**src/rtl/eq_band_scheduler.sv**
```systemverilog
`default_nettype none
// ============================================================================
// Module   : eq_band_scheduler
// Brief    : Shares one band-filter engine across NUM_BANDS equalizer bands,
//            gain-weights and accumulates the results, emits one saturated
//            output sample per input sample.
// Revision : 1.0 - initial release
// ============================================================================
module eq_band_scheduler #(
  parameter int NUM_BANDS = 10,
  parameter int DATA_W    = 24,
  parameter int GAIN_W    = 8,
  parameter int GAIN_FRAC = 4,
  parameter int ACC_W     = 40
) (
  input  logic              clk,
  input  logic              rst_n,
  input  logic [DATA_W-1:0] sample_in,
  input  logic              sample_valid,
  output logic              sample_ready,
  input  logic              gain_wr_en,
  input  logic [3:0]        gain_wr_addr,
  input  logic [GAIN_W-1:0] gain_wr_data,
  output logic              eng_start,
  output logic [3:0]        eng_band,
  output logic [DATA_W-1:0] eng_sample,
  input  logic              eng_done,
  input  logic [DATA_W-1:0] eng_result,
  output logic [DATA_W-1:0] audio_out,
  output logic              audio_out_valid,
  output logic              drop_flag,
  output logic              sat_flag
);

  localparam int c_PROD_W = DATA_W + GAIN_W + 1;
  localparam logic [3:0] c_LAST_BAND = 4'(NUM_BANDS - 1);
  localparam logic [GAIN_W-1:0] c_UNITY = GAIN_W'(1) << GAIN_FRAC;
  localparam logic signed [ACC_W-1:0] c_OUT_MAX =
    {{(ACC_W-DATA_W+1){1'b0}}, {(DATA_W-1){1'b1}}};
  localparam logic signed [ACC_W-1:0] c_OUT_MIN =
    {{(ACC_W-DATA_W+1){1'b1}}, {(DATA_W-1){1'b0}}};

  typedef enum logic [1:0] {
    S_IDLE   = 2'd0,
    S_ISSUE  = 2'd1,
    S_WAIT   = 2'd2,
    S_OUTPUT = 2'd3
  } state_t;

  state_t r_state;
  state_t w_next_state;

  logic [GAIN_W-1:0]        r_pend_gain [NUM_BANDS];
  logic [GAIN_W-1:0]        r_act_gain  [NUM_BANDS];
  logic [DATA_W-1:0]        r_sample;
  logic [3:0]               r_band;
  logic signed [ACC_W-1:0]  r_acc;
  logic [DATA_W-1:0]        r_audio_out;
  logic                     r_out_valid;
  logic                     r_drop;
  logic                     r_sat;

  logic                     w_accept;
  logic signed [c_PROD_W-1:0] w_prod;
  logic signed [ACC_W-1:0]  w_prod_ext;
  logic signed [ACC_W-1:0]  w_shift;
  logic [DATA_W-1:0]        w_sat_out;
  logic                     w_clip;

  assign w_accept = (r_state == S_IDLE) && sample_valid;

  // Pending gains take writes any time; active gains snapshot them only when
  // a sample is accepted, so a band's gain never changes mid-sample.
  generate
    for (genvar gi = 0; gi < NUM_BANDS; gi++) begin : g_band_gain
      always_ff @(posedge clk or negedge rst_n) begin
        if (!rst_n) begin
          r_pend_gain[gi] <= c_UNITY;
          r_act_gain[gi]  <= c_UNITY;
        end else begin
          if (gain_wr_en && (gain_wr_addr == 4'(gi))) begin
            r_pend_gain[gi] <= gain_wr_data;
          end
          if (w_accept) begin
            r_act_gain[gi] <= r_pend_gain[gi];
          end
        end
      end
    end
  endgenerate

  // Gain is unsigned, so it gets a zero sign bit before the signed multiply.
  assign w_prod     = $signed(eng_result) * $signed({1'b0, r_act_gain[r_band]});
  assign w_prod_ext = {{(ACC_W-c_PROD_W){w_prod[c_PROD_W-1]}}, w_prod};
  assign w_shift    = r_acc >>> GAIN_FRAC;

  always_comb begin
    w_sat_out = w_shift[DATA_W-1:0];
    w_clip    = 1'b0;
    if (w_shift > c_OUT_MAX) begin
      w_sat_out = c_OUT_MAX[DATA_W-1:0];
      w_clip    = 1'b1;
    end else if (w_shift < c_OUT_MIN) begin
      w_sat_out = c_OUT_MIN[DATA_W-1:0];
      w_clip    = 1'b1;
    end
  end

  always_ff @(posedge clk or negedge rst_n) begin
    if (!rst_n) begin
      r_state <= S_IDLE;
    end else begin
      r_state <= w_next_state;
    end
  end

  always_comb begin
    w_next_state = r_state;
    sample_ready = 1'b0;
    eng_start    = 1'b0;
    case (r_state)
      S_IDLE: begin
        sample_ready = 1'b1;
        if (sample_valid) begin
          w_next_state = S_ISSUE;
        end
      end
      S_ISSUE: begin
        eng_start    = 1'b1;
        w_next_state = S_WAIT;
      end
      S_WAIT: begin
        if (eng_done) begin
          w_next_state = (r_band == c_LAST_BAND) ? S_OUTPUT : S_ISSUE;
        end
      end
      S_OUTPUT: begin
        w_next_state = S_IDLE;
      end
      default: begin
        w_next_state = S_IDLE;
      end
    endcase
  end

  always_ff @(posedge clk or negedge rst_n) begin
    if (!rst_n) begin
      r_sample    <= '0;
      r_band      <= '0;
      r_acc       <= '0;
      r_audio_out <= '0;
      r_out_valid <= 1'b0;
      r_drop      <= 1'b0;
      r_sat       <= 1'b0;
    end else begin
      r_out_valid <= (r_state == S_OUTPUT);
      if (sample_valid && (r_state != S_IDLE)) begin
        r_drop <= 1'b1;
      end
      case (r_state)
        S_IDLE: begin
          if (sample_valid) begin
            r_sample <= sample_in;
            r_acc    <= '0;
            r_band   <= '0;
          end
        end
        S_WAIT: begin
          if (eng_done) begin
            r_acc <= r_acc + w_prod_ext;
            if (r_band != c_LAST_BAND) begin
              r_band <= r_band + 4'd1;
            end
          end
        end
        S_OUTPUT: begin
          r_audio_out <= w_sat_out;
          if (w_clip) begin
            r_sat <= 1'b1;
          end
        end
        default: begin
        end
      endcase
    end
  end

  assign eng_band        = r_band;
  assign eng_sample      = r_sample;
  assign audio_out       = r_audio_out;
  assign audio_out_valid = r_out_valid;
  assign drop_flag       = r_drop;
  assign sat_flag        = r_sat;

endmodule
`default_nettype wire

```
**config.mk**
```make
export PLATFORM = sky130hd
export DESIGN_NAME = eq_band_scheduler
export DESIGN_NICKNAME = d
export VERILOG_FILES = /design/src/rtl/eq_band_scheduler.sv
export SDC_FILE = /design/constraint.sdc
export NUM_CORES = 1
export LEC_CHECK = 0
export CAP_MARGIN = 20
export CORE_UTILIZATION = 40
export CTS_BUF_LIST = sky130_fd_sc_hd__clkbuf_8
export DETAILED_ROUTE_END_ITERATION = 12
export MAX_ROUTING_LAYER = met4
export PLACE_DENSITY = 0.58
export SLEW_MARGIN = 20
export SYNTH_ARGS = -nofsm -noshare
export SYNTH_HDL_FRONTEND = slang
export SYNTH_SLANG_ARGS = --single-unit
```
**constraint.sdc**
```tcl
create_clock -name clk -period 18 [get_ports clk]
set_input_delay 3.6 -clock clk [delete_from_list [all_inputs] [get_ports clk]]
set_output_delay 3.6 -clock clk [all_outputs]
set_load 0.05 [all_outputs]
```
[Word-level counts from Yosys, hierarchy flattened]
Index checks and enable logic that the tools add are counted.
Storage, ports and cells
  register bits: 257
  bits of input ports: 65
  output and inout bits: 57
  word-level logic and storage cells: 93
Operators by class
  add/subtract/negate cells: 2
  multipliers: 1
  magnitude comparators: 3
  equality and inequality tests: 17
  multiplexer cells: 20
  bitwise operators: 1
  reductions and logical operators: 21
Operators by type and width (number)
  $mux W40: 2
  $pmux W40 S2: 1
  $mux W24: 2
  $add A40 B33 Y40: 1
  $gt A36 B24 Y1 const B: 1
  $lt A36 B24 Y1 const B: 1
  $mul A24 B9 Y33: 1
  $bmux W8 S4: 1
  $eq A4 B3 Y1 const B: 4
  $mux W8: 2
  $eq A4 B4 Y1 const B: 3
  $logic_and A1 B1 Y1: 12
  $mux W4: 3
  $eq A4 B2 Y1 const B: 2
  $pmux W2 S4: 1
  $pmux W4 S2: 1
  $mux W2: 3
  $ne A2 B2 Y1 const B: 3
  $reduce_and A2 Y1: 3
  $ge A5 B5 Y1 const B: 1
  $not A4 Y5: 1
  $add A4 B1 Y4 const B: 1
  $eq A2 B2 Y1 const B: 2
  $eq A4 B1 Y1 const B: 1
  other kinds (8): 12

[Depth between registers and ports, before layout]
  depth in word-level cells: 8
  depth in mapped cells: 28
  gate-level depth less buffers: 25

[Worst setup path after synthesis]
No wires, ideal clock.
  kind: input to register
  start: input port eng_result[23]
  end: register r_acc[38]
  setup time: 0.132 ns
  arrival time: 8.525 ns
  setup slack: 9.343 ns
  stages on the path: 20
  buffers on the path: 0
  cell sequence: and2_1 -> fa_1 -> inv_1 -> fa_1 -> inv_1 -> fa_1 -> fa_1 -> inv_1 -> fa_1 -> inv_1 -> ha_1 -> a21o_1 -> a21o_1 -> a221o_1 -> a221o_1 -> nand3_1 -> nand3b_1 -> a41oi_1 -> xor2_1 -> o21ai_1
On the way
  word-level cells in the longest chain between the ends: 4
Ends and longest elaborated chain
  start: declaration: RTL line 28  | input logic [DATA_W-1:0] eng_result,
  $mul A24 B9 Y33: RTL line 93  | assign w_prod = $signed(eng_result) * $signed({1'b0, r_act_gain[r_band]});
  $add A40 B33 Y40: RTL line 170  | r_acc <= r_acc + w_prod_ext;
  $mux W40: RTL line 169  | if (eng_done) begin
  $pmux W40 S2: RTL line 160  | case (r_state)
  end signal: assignment: RTL line 170
  end: declaration: RTL line 57  | logic signed [ACC_W-1:0] r_acc;
Every way passes these cells. The select of a mux whose other input is x is not followed.
A chain may end at the register's enable or synchronous reset.

[Final worst setup path]
  start: input port eng_result[23]
  end: register r_acc[39]
The elaborated chain is that of the path after synthesis.

==> reports/results.ini <==
[global_routing]
grt_util_all_layers_pct = 20.4
antenna_found_initial = 2
grt_pass1_wl_mm = 74.5
grt_max_degree = 113
grt_pass1_vias = 14000
globalRouteOverflowTotal = 0

[setup_path]
worstSetupPathType = input port to flip-flop
crit_family = adder cells
rrSetupSlack_ns = 10.36
worstSetupStartpointType = input port
end_kind = flip-flop
r2r-end = r_acc[39]
cp.buffers_inverters = 5
path_cells = clkdlybuf4s50_1, and2_1, fa_1, inv_1, fa_1, inv_1, fa_1, fa_1, inv_1, fa_1, inv_1, ha_1, a21oi_1, o21ai_0, a41oi_1, a21oi_1, a31oi_1, o21ai_1, a21oi_1, mux2i_1, nand3_1
crit_slowest_cell = fa_1
cp.required_ns = 18.50
r2r_start = eng_band[2]
critPathMaxStageDelay_ns = 0.56
cp.arrival_ns = 9.50
crit_path_frequent_cell = fa_1
r2r_cells = 25
path_max_fanout = 8

[logic_synthesis]
synth.most_common_cell = inv_1
synth_compound_area_share_pct = 7.50
synth_nets = 2050
synth_cell_types = 73
ys_warn_count = 0
synth_simple_gate_area_share_pct = 9.72
yosysSeqAreaShare_pct = 34.5
synthMuxAreaShare_pct = 14.0
synthArstFlopShare_pct = 100
ys_seq_elements = 257
yosys-top-cells-count = inv_1 (265), dfrtp_1 (237), fa_1 (188), nand2_1 (188), mux2_2 (185)
synth_top_family_by_area = adder cells
synthTopCellsByArea = dfrtp_1 (32%), fa_1 (20%), mux2_2 (11%)
synth_cells = 1714
yosysTopAreaCell = dfrtp_1
synth_ff_type = dfrtp_1
synth_top_area_share_pct = 31.7
synth_xor_area_share_pct = 1.50
syn_area_sq_um = 18700
synth_edf_count = 0
synth.avg_cell_area_sq_um = 10.9
synthAdderAreaFrac_pct = 25.7

[hold_path]
hold_start = sat_flag
min_to = sat_flag
holdPathStages = 1
hold_path.class = flip-flop to flip-flop

[clock_network]
post_cts_buffers = 0
cts-root-buf = clkbuf_8
cts_sinks = 257
h-tree-depth = 2
cts_resized = 0
cts_tree = built
cts_hold_buf = 0
cts_buffers = 48
clk-insertion-delay-late_ns = 0.63
clockBufferDepth = 3
clkSlewWorstSetupHoldPaths_ns = 0.06

[job]
max-cap-violations = 0

[floorplanning]
core_sq_um = 45800
initial_core_util_pct = 40.9
die_y_microns = 218
std_cell_rows = 78
ios = 122
dieArea_sq_um = 47700
dieWidth_microns = 218

[routing]
drt_drc_violations_left = 0
drt_wl_total_mm = 44.6
routedWlPerCell_microns = 18.1
num_vias = 12700
ant_nets = 0
drt_first_pass_iters = 5
viasPerCell = 5.14
drtIter0Drc = 559

[timing]
setup_tns_ns = 0
holdWs_ns = 0.474
tightestPinTransition_ns = 1.03
worst_slack_ns = 9.00
hold_viol = 0
max_freq_mhz = 111
fin_crit_ns = 9.00
drv_slew = 0
grt_setup_unrepaired = no
finClkSkew_ns = 0.0305
max-slew-margin-rel_pct = 31.3
finalSetupViolCount = 0
finalCritPeriodShare_pct = 50.0

[finish]
drive_above_1_share_pct = 18.2
area_growth_pct = 15.1
final_cells = 2470
seqCellArea_sq_um = 6460
multi_input_area_sq_um = 11000
fillers = 4323
final_nets = 2165

[run_status]
status = completed

[place]
dpl.hpwl_mm = 31.9
pre_cts_ws_ns = 8.40
io_buffers = 121
gp_congestion = 0.878
placed_cells = 2379

[logic make-up (layout without fill, tap and decap cells)]
| kind of cell | Yosys count | after routing |
|---|---|---|
| AOI/OAI and AO/OA | 222 | 222 |
| xor gates and xnor gates | 32 | 32 |
| adders and majority gates | 271 | 271 |
| buffers and inverters | 337 | 492 |
| DFF | 257 | 257 |
| muxes | 219 | 219 |
| other | 0 | 1 |
| and+or+nand+nor | 376 | 376 |
[state kept, by name, indices dropped and copies added, names as in the netlist]
signal           count
r_pend_gain         80
r_state              2
audio_out_valid      1
eng_sample          24
audio_out           24
r_act_gain          80
sat_flag             1
r_acc               40
eng_band             4
drop_flag            1
[through the flow]
stage | utilization (%) | instance area [sq um]
2_1_floorplan | - | 18700
3_3_place_gp | 44.9 | 20500
3_5_place_dp | 44.9 | 20500
4_1_cts | 47.0 | 21500
5_1_grt | 47.1 | 21500
6_report | 47.1 | 21500
[cell usage in the layout (no fill, tap or decap), types with 18 or more instances in the layout]
| cell | synthesis | layout |
|---|---|---|
| clkdlybuf4s50_1 | 0 | 120 |
| ha_1 | 83 | 83 |
| a21oi_1 | 40 | 40 |
| mux2_2 | 185 | 185 |
| dfrtp_1 | 237 | 236 |
| nor2_1 | 31 | 31 |
| a21o_1 | 21 | 21 |
| mux2i_1 | 18 | 18 |
| clkbuf_8 | 0 | 57 |
| fa_1 | 188 | 188 |
| o22ai_1 | 31 | 24 |
| dfstp_2 | 20 | 20 |
| o21ai_0 | 73 | 73 |
| and2_1 | 85 | 84 |
| inv_1 | 265 | 285 |
| nand2_1 | 188 | 188 |
[layer usage]
layer / GRT usage [%] / part of all wire, % / vias up
met5: - / 0 / -
met4: 5.85 / 2.5 / 0
met3: 3.23 / 3.9 / 80
met2: 34.4 / 51 / 265
met1: 25.2 / 43 / 6515
li1: - / - / 5845
[area by class of cell]
class / count / area share [%]
inverter: 265 / 4.62
tap: 600 / 3.49
antenna: 1 / 0.0116
clock buffer: 57 / 3.64
clock inverter: 33 / 0.976
sequential: 257 / 30.0
multi-input combinational: 1120 / 51.1
timing repair buffer: 137 / 6.20
[worst max-delay path by stage]
stage	start	to	slack (ns)	cells past startpoint
6_report	eng_result[23]	r_acc[39]	9.00	21
5_1_grt	eng_result[23]	r_acc[39]	8.66	22
4_1_cts	eng_result[23]	r_acc[39]	9.08	21
3_5_place_dp	eng_result[23]	r_acc[39]	8.40	21
3_3_place_gp	eng_result[5]	r_acc[38]	8.48	22
2_1_floorplan	eng_result[23]	r_acc[38]	9.34	20
[worst reg2reg max path, delay by kind of cell (launching register included)]
family	cells	cell delay, ns
buffers and inverters	7	1.48
and+or+nand+nor	3	0.82
adders and majority gates	6	2.73
AOI/OAI and AO/OA	8	1.88
muxes	1	0.22
DFF	1	0.40
Power is not shown: default switching activity piles up to over one toggle a cycle in this logic, so the estimate is an artifact.
